File: src/rtl/fft_pkg.sv
// Shared sizing defaults and FSM encoding for the in-place radix-2 DIF FFT
// stage controller.
package fft_pkg;

   localparam int LOG2N_DEF    = 4;
   localparam int PIPE_LAT_DEF = 5;
   localparam int ADDR_W_DEF   = LOG2N_DEF;
   localparam int TW_W_DEF     = LOG2N_DEF - 1;

   typedef enum logic [1:0] {
      ST_IDLE,
      ST_ISSUE,
      ST_DRAIN,
      ST_DONE
   } state_e;

   // Bits needed for a counter spanning 0..n-1, never less than one.
   function automatic int cnt_w(input int n);
      return (n > 2) ? $clog2(n) : 1;
   endfunction

endpackage

File: src/rtl/fft_delay_line.sv
// Fixed-depth shift register that carries the read-side request
// {rd_en, addr_a, addr_b} across the RAM + butterfly latency to the write side.
module fft_delay_line
   import fft_pkg::*;
#(
   parameter int DEPTH = PIPE_LAT_DEF,
   parameter int WIDTH = 1
) (
   input  logic             clk,
   input  logic             rst_n,
   input  logic [WIDTH-1:0] din_i,
   output logic [WIDTH-1:0] dout_o
);

   logic [WIDTH-1:0] pipe_q [DEPTH];

   // NOTE: every tap is cleared, not only the strobe bit -- a stale entry
   // surviving reset would commit a spurious write into the sample RAM.
   always_ff @(posedge clk or negedge rst_n) begin
      if (!rst_n) begin
         for (int i = 0; i < DEPTH; i++) pipe_q[i] <= '0;
      end else begin
         pipe_q[0] <= din_i;
         for (int i = 1; i < DEPTH; i++) pipe_q[i] <= pipe_q[i-1];
      end
   end

   assign dout_o = pipe_q[DEPTH-1];

endmodule

File: src/rtl/fft_stage_ctrl.sv
// Stage sequencer for an in-place radix-2 DIF FFT: one butterfly issued per
// cycle, write-back addresses delayed to match the datapath latency.
module fft_stage_ctrl
   import fft_pkg::*;
#(
   parameter int LOG2N    = LOG2N_DEF,
   parameter int PIPE_LAT = PIPE_LAT_DEF
) (
   input  logic             clk,
   input  logic             rst_n,
   input  logic             start_i,
   output logic             busy_o,
   output logic             done_o,
   output logic [LOG2N-1:0] stage_o,
   output logic             rd_en_o,
   output logic [LOG2N-1:0] rd_addr_a_o,
   output logic [LOG2N-1:0] rd_addr_b_o,
   output logic [LOG2N-2:0] tw_addr_o,
   output logic             bf_en_o,
   output logic             wr_en_o,
   output logic [LOG2N-1:0] wr_addr_a_o,
   output logic [LOG2N-1:0] wr_addr_b_o
);

   localparam int AW   = LOG2N;
   localparam int TW_W = LOG2N - 1;
   localparam int DW   = cnt_w(PIPE_LAT);
   localparam int WBW  = 1 + 2 * AW;

   localparam logic [AW-2:0] K_LAST = '1;
   localparam logic [AW-1:0] S_LAST = AW'(LOG2N - 1);
   localparam logic [DW-1:0] D_LAST = DW'(PIPE_LAT - 1);

   state_e        state_q, state_d;
   logic [AW-1:0] s_q, s_d;
   logic [AW-2:0] k_q, k_d;
   logic [DW-1:0] drain_q, drain_d;

   // NOTE: non-blocking assignments so every register samples pre-edge values.
   always_ff @(posedge clk or negedge rst_n) begin
      if (!rst_n) begin
         state_q <= ST_IDLE;
         s_q     <= '0;
         k_q     <= '0;
         drain_q <= '0;
      end else begin
         state_q <= state_d;
         s_q     <= s_d;
         k_q     <= k_d;
         drain_q <= drain_d;
      end
   end

   always_comb begin
      // NOTE: hold-value defaults first so no branch can infer a latch.
      state_d = state_q;
      s_d     = s_q;
      k_d     = k_q;
      drain_d = drain_q;
      unique case (state_q)
         ST_IDLE: begin
            if (start_i) begin
               state_d = ST_ISSUE;
               s_d     = '0;
               k_d     = '0;
            end
         end
         ST_ISSUE: begin
            if (k_q == K_LAST) begin
               state_d = ST_DRAIN;
               drain_d = '0;
            end else begin
               k_d = k_q + 1'b1;
            end
         end
         ST_DRAIN: begin
            if (drain_q == D_LAST) begin
               if (s_q == S_LAST) begin
                  state_d = ST_DONE;
               end else begin
                  state_d = ST_ISSUE;
                  s_d     = s_q + 1'b1;
                  k_d     = '0;
               end
            end else begin
               drain_d = drain_q + 1'b1;
            end
         end
         ST_DONE: begin
            state_d = ST_IDLE;
            s_d     = '0;
         end
         default: state_d = ST_IDLE;
      endcase
   end

   // half = N >> (s+1) = 1 << sh; j = k mod half; g = k / half.
   logic [AW-1:0]   sh, half, k_ext, j, g, a_addr;
   logic [TW_W-1:0] tw;

   always_comb begin
      sh     = S_LAST - s_q;
      half   = AW'(1) << sh;
      k_ext  = {1'b0, k_q};
      j      = k_ext & (half - AW'(1));
      g      = k_ext >> sh;
      a_addr = (g << (sh + AW'(1))) | j;
      tw     = TW_W'(j << s_q);
   end

   logic issue, drain;
   assign issue = (state_q == ST_ISSUE);
   assign drain = (state_q == ST_DRAIN);

   assign rd_en_o     = issue;
   assign rd_addr_a_o = issue ? a_addr : '0;
   assign rd_addr_b_o = issue ? (a_addr | half) : '0;
   assign tw_addr_o   = issue ? tw : '0;
   assign busy_o      = issue | drain;
   assign bf_en_o     = issue | drain;
   assign done_o      = (state_q == ST_DONE);
   assign stage_o     = s_q;

   logic [WBW-1:0] wb_out;

   fft_delay_line #(
      .DEPTH (PIPE_LAT),
      .WIDTH (WBW)
   ) u_wb_delay (
      .clk    (clk),
      .rst_n  (rst_n),
      .din_i  ({rd_en_o, rd_addr_a_o, rd_addr_b_o}),
      .dout_o (wb_out)
   );

   assign {wr_en_o, wr_addr_a_o, wr_addr_b_o} = wb_out;

endmodule

File: config.mk
export PLATFORM = sky130hd
export DESIGN_NAME = fft_stage_ctrl
export DESIGN_NICKNAME = d
export VERILOG_FILES = /design/src/rtl/fft_pkg.sv /design/src/rtl/fft_delay_line.sv /design/src/rtl/fft_stage_ctrl.sv
export SDC_FILE = /design/constraint.sdc
export NUM_CORES = 1
export LEC_CHECK = 0
export CORE_MARGIN = 1.5
export CORE_UTILIZATION = 50
export DETAILED_ROUTE_END_ITERATION = 16
export MAX_ROUTING_LAYER = met4
export PLACE_DENSITY = 0.73
export SETUP_SLACK_MARGIN = 0.2
export SYNTH_ARGS = -nofsm -noshare
export SYNTH_HDL_FRONTEND = slang
export SYNTH_SLANG_ARGS = --single-unit
File: constraint.sdc
create_clock -name clk -period 2.89 [get_ports clk]
set_input_delay 0.578 -clock clk [delete_from_list [all_inputs] [get_ports clk]]
set_output_delay 0.578 -clock clk [all_outputs]
set_load 0.05 [all_outputs]
; ---- After elaboration in Yosys (flattened, before gate mapping)
; Index checks and enable logic that the tools add are counted.
[word_totals]
out_inout_bits = 28
input_bits = 3
regBits = 57
[classes]
bitwise = 4
addsub = 6
muxes = 20
n_eq_ne = 12
shifts = 4
reduce_logical = 8
[ops]
columns = op, n
row1 = $mux 3, 7
row2 = $mux 4, 5
row3 = $pmux 4 s3, 1
row4 = $pmux 3 s3, 1
row5 = $add 4x1->4 const B, 2
row6 = $mux 2, 4
row7 = $ne 2x2->1 const B, 4
row8 = $or 4x4->4, 2
row9 = $pmux 2 s4, 1
row10 = $add 3x1->3 const B, 2
row11 = $eq 3x3->1 const B, 2
row12 = $pmux 3 s2, 1
row13 = $reduce_and 3->1, 2
row14 = $reduce_bool 3->1, 2
row15 = $reduce_and 5->1, 1
row16 = $and 3x4->4, 1
row17 = $eq 2x2->1 const B, 2
row18 = $eq 4x2->1 const B, 1
row19 = $ne 2x1->1 const B, 2
row20 = $reduce_and 4->1, 1
row21 = $shl 1x4->4 const A, 1
row22 = $shl 4x4->3, 1
row23 = $shl 4x4->4, 1
row24 = $shr 3x4->4, 1
row25 = other kinds (6), 6

; ---- Longest topological paths before layout
; Gate-level depths: netlist of run 1.
[logic_depth]
depth_word = 7
ltp_mapped = 10

; ---- Modules after synthesis
; Synthesis of run 1 repeated with hierarchy kept, for this count alone.
[unflattened]
hier_cells = 191
area_unflattened_um2 = 2346.0
[modules_own_cells]
columns = mod, instances, area_each_um2, cells_per_inst
row1 = fft_delay_line, 1, 1193.6, 54
row2 = fft_stage_ctrl, 1, 1152.4, 137

; ---- Worst setup path after synthesis of run 1
; No wires, ideal clock.
[synth_path]
path_type = reg2out
start = register s_q[2] (netlist: stage_o[2])
end = output port tw_addr_o[2]
path_stages_with_launch = 10
t_required_ns = 2.312
setup_slack_ns = -2.233
arrival_time_ns = 4.545
path_buffers = 1
path_cell_list = dfrtp_1 > buf_2 > inv_1 > ha_1 > nor2_4 > nand3_1 > ha_1 > nor2_1 > a211oi_1 > a2111oi_0
[synth_via]
elab_chain_len = 6
[synth_rtl]
columns = item, line_no
row1 = start: declaration, fft_stage_ctrl.sv:35  ; logic [AW-1:0] s_q, s_d;
row2 = start signal: assignment, fft_stage_ctrl.sv:43  ; s_q <= '0;
row3 = start signal: assignment, fft_stage_ctrl.sv:48  ; s_q <= s_d;
row4 = $sub 2x4->4, fft_stage_ctrl.sv:102  ; sh = S_LAST - s_q;
row5 = $shl 1x4->4, fft_stage_ctrl.sv:103  ; half = AW'(1) << sh;
row6 = $sub 4x1->4, fft_stage_ctrl.sv:105  ; j = k_ext & (half - AW'(1));
row7 = $and 3x4->4, fft_stage_ctrl.sv:105
row8 = $shl 4x4->3 (*), fft_stage_ctrl.sv:108  ; tw = TW_W'(j << s_q);
row9 = $mux 3 (*), fft_stage_ctrl.sv:118  ; assign tw_addr_o = issue ? tw : '0;
row10 = end: declaration, fft_stage_ctrl.sv:18  ; output logic [LOG2N-2:0] tw_addr_o,
; Every way passes the cells marked *; elsewhere a longest branch is shown, timed or not.

; ---- Worst setup path in the final report of run 1
[layout_path]
start = register s_q[3] (netlist: stage_o[3])
end = output port rd_addr_b_o[1]
[layout_via]
elab_chain_len = 7
word_cells_on_any_way = 10
classes_between = add/sub (3) / shift (3) / mux (1) / bitwise (3)
[layout_rtl]
columns = item, line_no
row1 = $sub 2x4->4 (*), fft_stage_ctrl.sv:102
row2 = "parallel branches: the longest is 4 deep, another holds $add 4x1->4", --
row3 = $or 4x4->4 (*), fft_stage_ctrl.sv:117  ; assign rd_addr_b_o = issue ? (a_addr | half) : '0;
row4 = $mux 4 (*), fft_stage_ctrl.sv:117
row5 = end: declaration, fft_stage_ctrl.sv:17  ; output logic [LOG2N-1:0] rd_addr_b_o,
; Every way passes the cells marked *.

==> results of run 1 <==
power groups by stage:
stage	combinational, W	clock (W)	sequential (W)
2_1_floorplan	0.00119	0	0.00112
3_3_place_gp	0.00161	0	0.00107
3_5_place_dp	0.00163	0	0.00108
4_1_cts	0.00169	0.000716	0.00107
5_1_grt	0.00188	0.000745	0.00109
6_report	0.00177	0.000693	0.00107
layer usage:
layer	vias to the layer above	wire length, um	track usage
met2	51	2290	0.286
met4	0	110	0.113
met1	813	2160	0.261
met5	-	0	-
li1	790	-	-
met3	10	267	0.0608
sequential cells by signal (all words and copies together), names as in the netlist:
signal and count:
u_wb_delay.pipe_q 36, u_wb_delay.dout_o 9, state_q 2, k_q 3, drain_q 3, stage_o 4
cell usage in the layout (no fill, tap or decap), types with 3 or more instances in the layout:
cell type,count
buf_12,7
a211oi_1,3
clkinv_2,3
clkbuf_8,10
nor2_1,7
nor3_1,4
clkdlybuf4s50_1,18
inv_1,8
nor2_2,3
dfrtp_1,53
dfrtp_2,4
nand4_1,3
nand2_1,17
buf_4,24
o21ai_0,4
mux2i_1,7
a21oi_1,7
ha_1,9
ha_4,3
nand3_1,4
per-stage QoR:
stage | hold WS [ns] | area, um2 | std cells
floorplan | 0.282 | 2580 | 205
global placement | 0.331 | 2930 | 279
detailed placement | 0.335 | 2930 | 279
CTS | 0.207 | 3180 | 299
global route | 0.244 | 3260 | 307
finish | 0.209 | 3260 | 307
area by class of cell:
type | count | area, um2
multi-input cells | 118 | 1000
inverters | 12 | 55.1
well taps | 54 | 67.6
clock buffers | 10 | 138
flip-flops and latches | 57 | 1430
clock inverters | 4 | 45.0
fillers | 331 | 1430
repair buffers | 52 | 522
worst max-delay path, stage by stage, from the launching register on:
cell	delay, ns
dfrtp_2	0.42
inv_4	0.07
ha_4	0.20
nor2_4	0.15
nand3_2	0.13
ha_4	0.32
nor2_4	0.04
a41oi_2	0.28
a21boi_4	0.09
buf_4	0.20
repair_timing:
item,CTS,global route
resized for setup,5,6
pin swaps,4,8
buffers inserted,6,8
setup endpoints to repair,8,8
worst paths after layout:
path                       cells past startpoint                     to  slack, ns             startpoint
min                                            1  u_wb_delay.pipe_q[22]       0.21                  rst_n
max reg2reg                                    6                 k_q[0]       0.96             stage_o[0]
min in group clk                               0  u_wb_delay.pipe_q[15]       0.35  u_wb_delay.pipe_q[24]
max                                            9         rd_addr_b_o[1]       0.07             stage_o[3]
max in group asynchronous                      2             stage_o[3]       2.01                  rst_n
min reg2reg                                    0  u_wb_delay.pipe_q[15]       0.35  u_wb_delay.pipe_q[24]
logic make-up after synthesis:
family / count (synthesis) / share of synthesized area
buffers and inverters: 30 / 0.0664
AO/OA/AOI/OAI: 32 / 0.0942
multiplexers: 8 / 0.0350
adder cells (fa/ha/maj): 13 / 0.0669
XOR/XNOR: 3 / 0.0108
flip-flops: 57 / 0.587
AND/OR/NAND/NOR: 62 / 0.140
==> key figures, run 1 <==
Worst setup path
  – Startpoint types: flip-flop
  – CP endpoint kind: output port
  – Max Fanout on Critical Path: 4
  – Req. time, crit path: roughly 2.3 ns
  – WP data arrival: approximately 2.2 ns
  – Worst Path Class, Setup: flip-flop to output port

GRT
  – Vias in the first global route: 1,569
  – First-pass GRT wire length: ~7500 um
  – Largest net degree at the start of global routing: 25
  – GRT Total Usage: 0.203
  – Total gr overflow: 0
  – Initial antenna violation count: 0

Timing
  – Maximum clock rate: ~0.36 GHz
  – Worst Tran Pin Value: 0.517 ns
  – Slew Limit Fails: 0
  – Max transition margin: 0.655
  – Tmin final: ~2.8 ns
  – Layout Skew: ~0.0078 ns
  – Final setup margin: around 0.075 ns
  – Share of the clock period used by the worst path: 0.974
  – Final TNS setup: 0 ns
  – Final Hold Fails: 0
  – Endpoints failing setup: 0
  – RSZ-0062 raised after global routing: yes

Cells and area
  – Layout area overhead: 34.1%
  – Layout Utilization: 0.694
  – Nets: roughly 270
  – Layout cells sized above 1: 0.332
  – Antenna diode count: 0

Floorplanning
  – Die area: between 0.005 and 0.006 mm2
  – Site Rows: 25
  – Initial core utilization: 0.518
  – IO Count: 31
  – Die H: around 73 um
  – DIE WIDTH: 72.7 um
  – Core area: 0.00469 mm2

Power and ir drop
  – Leakage power: between 1 and 1.5 nW
  – Part of the power in registers: 0.302
  – Net Sw Power: ~0.0015 W
  – Pwr Density: about 1100 mW/mm2
  – Gate power share: 0.502
  – Pint: 0.00207 W
  – Clock Power Share: 0.196
  – Sw Share: 0.414
  – Max IR drop VDD: about 0.00063 V
  – Pwr Total: around 0.0035 W

Placed design
  – DP HPWL: 3050 um
  – GP Congestion: 0.843
  – Post-Place Setup Slack: 0.121 ns
  – Port Buffer Count: 30

Job
  – Max_cap viols: 0

Synthesis
  – Synth cell count leaders: 57 x dfrtp_1, 17 x nand2_1, 13 x ha_1
  – Most numerous cell in the Yosys netlist: dfrtp_1
  – Synth Warn #: 0
  – Post-synth EDFFs: 0
  – Avg Cell Area, Syn: ~12 um2
  – Synth cell types: 48
  – Area contributors post-synth: dfrtp_1 59%, ha_1 6.7%, buf_4 3.4%, mux2i_1 2.9%, nand2_1 2.6%
  – Post-Syn Nets: ~220
  – Register area share after synthesis: 0.587
  – Asr flop ratio synth: 1.00
  – FF+latch count, synth: 57
  – Post-synth top area cell: dfrtp_1
  – Synth Instances: between 200 and 250
  – Mapped Area: ~0.0024 mm2
  – Most common flop cell mapped by yosys: dfrtp_1
  – Yosys top cell area share: 0.587

CTS
  – CTS Root Cell: clkbuf_8
  – Worst skew pair latency: approximately 0.33 ns
  – CTS H-tree depth: 3
  – Clock sinks: between 50 and 60
  – CTS Buffer Depth: 2
  – Reg clk slew, reported paths: 0.06 ns
  – CTS hold repair buffers: 0
  – Num CTS Buffers: 9
  – CTS tree: built

Detailed routing
  – DRT antenna net count: 0
  – First-pass iteration count of the detailed router: 4
  – Via Count: roughly 1,700
  – Post-DR wirelength/cell: around 16 um
  – First DRT Iteration DRCs: between 100 and 150
  – Via density: between 5 and 6
  – Final WL: a little under 5000 um
  – Post-route DRC: 0

Min path
  – Hold Crit Class: input port to asynchronous set/reset pin

Status
  – Outcome: finished, final reports clean
Note: power is estimated with default switching activity, not from simulation.
==> inputs of run 2 (changes only) <==
--- a/config.mk
+++ b/config.mk
@@ -6,10 +6,11 @@
 export NUM_CORES = 1
 export LEC_CHECK = 0
 export CORE_MARGIN = 1.5
-export CORE_UTILIZATION = 50
+export CORE_UTILIZATION = 54
 export DETAILED_ROUTE_END_ITERATION = 16
+export GPL_ROUTABILITY_DRIVEN = 1
 export MAX_ROUTING_LAYER = met4
-export PLACE_DENSITY = 0.73
+export PLACE_DENSITY = 0.78
 export SETUP_SLACK_MARGIN = 0.2
 export SYNTH_ARGS = -nofsm -noshare
 export SYNTH_HDL_FRONTEND = slang
==> key figures, run 2 (synthesis gave the netlist of run 1 again) <==
Status
  – Outcome: finished, final reports clean

Power and ir drop
  – Leakage power: roughly 1.5 nW
  – Max IR drop VDD: ~0.00080 V
  – Pwr Density: approximately 1100 mW/mm2

CTS
  – CTS tree: built
  – Num CTS Buffers: 9
  – CTS hold repair buffers: 0
  – CTS Buffer Depth: 2
  – Clock sinks: 57
  – CTS Root Cell: clkbuf_8
  – CTS H-tree depth: 3
  – Reg clk slew, reported paths: 0.07 ns
  – Worst skew pair latency: between 0.3 and 0.4 ns

Cells and area
  – Layout cells sized above 1: 0.317
  – Commonest non-fill, non-tap cell in the layout: dfrtp_1
  – Max FFs per register: 36
  – Layout Utilization: 0.742
  – Non-filler cells in the finished layout: approximately 300
  – Final instance area: 0.00323 mm2
  – Nets: 260
  – Fill count: approximately 280
  – Commonest non-fill, non-tap cells in the layout: 53 x dfrtp_1, 19 x buf_4, 18 x clkdlybuf4s50_1, 17 x nand2_1, 10 x clkbuf_8
  – Layout area overhead: 33.0%
  – Reg with most FFs: u_wb_delay.pipe_q
  – Antenna diode count: 0

Timing
  – RSZ-0062 raised after global routing: yes
  – Final setup margin: roughly 0.099 ns
  – Maximum clock rate: roughly 0.36 GHz
  – Tmin final: approximately 2.8 ns
  – Layout Skew: between 0.006 and 0.007 ns
  – Max transition margin: 0.624
  – Endpoints failing setup: 0
  – Final Hold Fails: 0
  – Worst Tran Pin Value: around 0.56 ns
  – Slew Limit Fails: 0
  – Final hold slack: 0.100 ns
  – Share of the clock period used by the worst path: 0.966

Worst setup path
  – Max Fanout on Critical Path: 3
  – R2r startpoint: stage_o[0]
  – Startpoint types: flip-flop
  – Crit path buf inv count: 2
  – Cell chain of the critical path: inv_4 > ha_4 > nor2_4 > nand3_2 > ha_4 > nor2_4 > a41oi_2 > a21boi_4 > buf_4
  – Req. time, crit path: approximately 2.3 ns
  – CP startpoint: stage_o[2]
  – Crit-path max cell delay: roughly 0.42 ns
  – Slowest-stage cell, CP: dfrtp_2
  – WP data arrival: ~2.2 ns
  – CP delay by family, top: adder cells
  – CP endpoint kind: output port
  – Worst Path Class, Setup: flip-flop to output port

Floorplanning
  – Die H: 70.1 um
  – DIE WIDTH: ~70 um
  – IO Count: 31
  – Initial core utilization: 0.558
  – Core area: approximately 0.0044 mm2
  – Site Rows: 24
  – Die area: between 0.004 and 0.005 mm2

Min path
  – Hold Crit Class: input port to asynchronous set/reset pin

Detailed routing
  – First DRT Iteration DRCs: ~110
  – First-pass iteration count of the detailed router: 4
  – DRT antenna net count: 0
  – Via density: between 5 and 6
  – Via Count: between 1,500 and 2,000
  – Post-DR wirelength/cell: 15.7 um
  – Final WL: approximately 4700 um
  – Post-route DRC: 0

Placed design
  – Post-Place Setup Slack: 0.104 ns
  – Port Buffer Count: 30
  – Post-placement cell count: ~280
  – DP HPWL: approximately 3200 um
  – DP Area: between 0.002 and 0.003 mm2
  – GP Congestion: a little under 0.9

Job
  – Max_cap viols: 0

GRT
  – Largest net degree at the start of global routing: about 50
  – Initial antenna violation count: 0
  – GRT Total Usage: 0.218
  – First-pass GRT wire length: a little under 8000 um
  – Total gr overflow: 0
  – Vias in the first global route: around 1,600
-- run 2: routing by layer --
layer | vias to the layer above | routed length (um) | track usage
li1 | 780 | - | -
met5 | - | 0 | -
met2 | 60 | 2290 | 0.308
met1 | 801 | 2100 | 0.287
met3 | 12 | 241 | 0.0808
met4 | 0 | 97 | 0.0876
-- run 2: power by group --
group          switching, W  internal (W)
clock              0.000321      0.000422
combinational       0.00105      0.000662
sequential         0.000106      0.000977
-- run 2: area by class of cell --
type	count	area, um2	share of cell area
clock buffers	10	138	0.0426
repair buffers	46	473	0.146
clock inverters	6	66.3	0.0205
inverters	12	52.6	0.0163
well taps	52	65.1	0.0201
multi-input cells	118	1000	0.311
flip-flops and latches	57	1430	0.443
-- run 2: stage by stage --
step / power, W / setup TNS (ns)
2_1_floorplan: 0.00231 / -0.00692
3_3_place_gp: 0.00267 / 0
3_5_place_dp: 0.00270 / 0
4_1_cts: 0.00348 / 0
5_1_grt: 0.00374 / 0
6_report: 0.00354 / 0
-- run 2: final timing paths --
kind / cells after the start / end / slack, ns
worst max-delay path: 9 / rd_addr_b_o[1] / 0.1
worst min-delay path: 1 / stage_o[0] / 0.10
worst max register to register: 6 / k_q[0] / 0.98
worst min register to register: 0 / u_wb_delay.pipe_q[23] / 0.34
max in group asynchronous: 2 / u_wb_delay.pipe_q[16] / 1.96
min in group clk: 0 / u_wb_delay.pipe_q[23] / 0.34
-- run 2: timing repair --
action | 4_1_cts | 5_1_grt
gates resized for setup | 4 | 4
endpoints found under the hold margin | 0 | 0
setup buffers | 6 | 4
pin swaps | 7 | 7
endpoints found under the setup margin | 8 | 8
==> inputs of run 3 (changes only) <==
--- a/config.mk
+++ b/config.mk
@@ -9,7 +9,7 @@
 export CORE_UTILIZATION = 54
 export DETAILED_ROUTE_END_ITERATION = 16
 export GPL_ROUTABILITY_DRIVEN = 1
-export MAX_ROUTING_LAYER = met4
+export GPL_TIMING_DRIVEN = 0
 export PLACE_DENSITY = 0.78
 export SETUP_SLACK_MARGIN = 0.2
 export SYNTH_ARGS = -nofsm -noshare
==> key figures, run 3 (synthesis gave the netlist of run 1 again) <==
Status
  – Outcome: complete, but fails checks
  – Failing checks: setup timing

Timing
  – Maximum clock rate: around 0.34 GHz
  – RSZ-0062 raised after global routing: yes
  – Final setup margin: -0.0316 ns
  – Final Hold Fails: 0
  – Endpoints failing setup: 1
  – Max transition margin: 0.487
  – Share of the clock period used by the worst path: 1.01
  – Worst Tran Pin Value: 0.770 ns
  – Tmin final: 2.92 ns
  – Layout Skew: 0.00842 ns
  – Slew Limit Fails: 0
  – Final hold slack: roughly 0.32 ns

Cells and area
  – Commonest non-fill, non-tap cells in the layout: 53 x dfrtp_1, 30 x buf_4, 17 x clkdlybuf4s50_1, 16 x nand2_1, 14 x buf_6
  – Antenna diode count: 0
  – Commonest non-fill, non-tap cell in the layout: dfrtp_1
  – Non-filler cells in the finished layout: about 320
  – Layout cells sized above 1: 0.395
  – Reg with most FFs: u_wb_delay.pipe_q
  – Final instance area: 0.00345 mm2
  – Layout area overhead: 42.0%
  – Max FFs per register: 36
  – Layout Utilization: 0.793
  – Nets: between 200 and 300

GRT
  – Largest net degree at the start of global routing: 34
  – Initial antenna violation count: 0
  – GRT Total Usage: 0.227
  – Total gr overflow: 0
  – First-pass GRT wire length: roughly 8400 um
  – Vias in the first global route: roughly 1,700

Detailed routing
  – Post-route DRC: 0
  – First-pass iteration count of the detailed router: 4
  – Via density: around 5.5
  – Final WL: between 5000 and 6000 um
  – First DRT Iteration DRCs: approximately 150
  – Via Count: 1,780
  – Post-DR wirelength/cell: 16.0 um
  – DRT antenna net count: 0

CTS
  – CTS H-tree depth: 3
  – Reg clk slew, reported paths: around 0.07 ns
  – CTS Buffer Depth: 2
  – Num CTS Buffers: 9
  – CTS Root Cell: clkbuf_8
  – Worst skew pair latency: 0.33 ns
  – Clock sinks: between 50 and 60
  – CTS tree: built
  – CTS hold repair buffers: 0

Job
  – Max_cap viols: 0

Placed design
  – DP Area: roughly 0.0030 mm2
  – Port Buffer Count: 30
  – Post-placement cell count: approximately 290
  – GP Congestion: 0.856
  – Post-Place Setup Slack: -0.419 ns
  – DP HPWL: approximately 3000 um

Worst setup path
  – Reg2reg setup slack: slightly above 0.9 ns
  – Startpoint types: flip-flop
  – Worst Path Class, Setup: flip-flop to output port
  – WP data arrival: 2.34 ns
  – Crit-path max cell delay: about 0.41 ns
  – Slowest-stage cell, CP: dfrtp_2
  – CP endpoint kind: output port
  – Cell chain of the critical path: buf_8 > clkinv_4 > ha_4 > nor2_4 > nand3_2 > ha_4 > nor2_4 > a211oi_4 > a2111oi_4 > buf_6
  – Req. time, crit path: 2.31 ns
  – Max Fanout on Critical Path: 4

Floorplanning
  – Initial core utilization: 0.558
  – IO Count: 31
  – Die area: just under 0.005 mm2
  – Die H: approximately 70 um
  – Site Rows: 24
  – Core area: 0.00435 mm2
  – DIE WIDTH: about 70 um

Power and ir drop
  – Leakage power: between 1.5 and 2 nW
  – Pwr Density: 1120 mW/mm2
  – Max IR drop VDD: roughly 0.0007 V

Min path
  – Hold Crit Class: input port to asynchronous set/reset pin
-- run 3: metrics by stage --
step	setup TNS, ns	total power (W)
floorplan	-0.00692	0.00231
global placement	-24.01	0.00267
detailed placement	-2.29	0.00272
CTS	-0.0215	0.00378
global route	-0.125	0.00403
finish	-0.0316	0.00385
-- run 3: what timing repair did --
| item | CTS | global route |
|---|---|---|
| hold endpoints to repair | 0 | 0 |
| setup endpoints to repair | 11 | 11 |
| setup buffers | 15 | 4 |
| pin swaps | 8 | 3 |
| gates cloned | 1 | 0 |
| resized for setup | 92 | 13 |
-- run 3: layout make-up --
cell class | instances | area (um2)
inverters | 12 | 62.6
flip-flops and latches | 57 | 1430
clock buffers | 10 | 138
well taps | 52 | 65.1
fillers | 249 | 903
repair buffers | 51 | 489
multi-input cells | 118 | 1040
plain buffers | 18 | 145
clock inverters | 5 | 80.1
-- run 3: power by group --
group          switching (W)  internal (W)
clock network       0.000315      0.000502
logic                0.00115      0.000804
registers           0.000102      0.000977
-- run 3: final timing paths --
path | from | endpoint | cells past startpoint
max | stage_o[2] | tw_addr_o[2] | 10
min | rst_n | drain_q[2] | 1
max reg2reg | stage_o[2] | u_wb_delay.pipe_q[41] | 10
min reg2reg | u_wb_delay.pipe_q[44] | u_wb_delay.pipe_q[35] | 0
max in group asynchronous | rst_n | u_wb_delay.pipe_q[27] | 2
min in group clk | u_wb_delay.pipe_q[44] | u_wb_delay.pipe_q[35] | 0
-- run 3: critical path, delay by kind of cell, from the launching register on --
family / cells / cell delay (ns)
flip-flops: 1 / 0.41
adder cells (fa/ha/maj): 2 / 0.46
AND/OR/NAND/NOR: 3 / 0.43
AO/OA/AOI/OAI: 2 / 0.33
buffers and inverters: 3 / 0.37
-- run 3: per-layer routing --
| layer | vias up | track usage | routed length, um |
|---|---|---|---|
| met5 | - | 0 | 0 |
| met4 | 0 | 0.107 | 134 |
| met3 | 14 | 0.0664 | 305 |
| met2 | 77 | 0.368 | 2610 |
| met1 | 870 | 0.280 | 2110 |
| li1 | 819 | - | - |
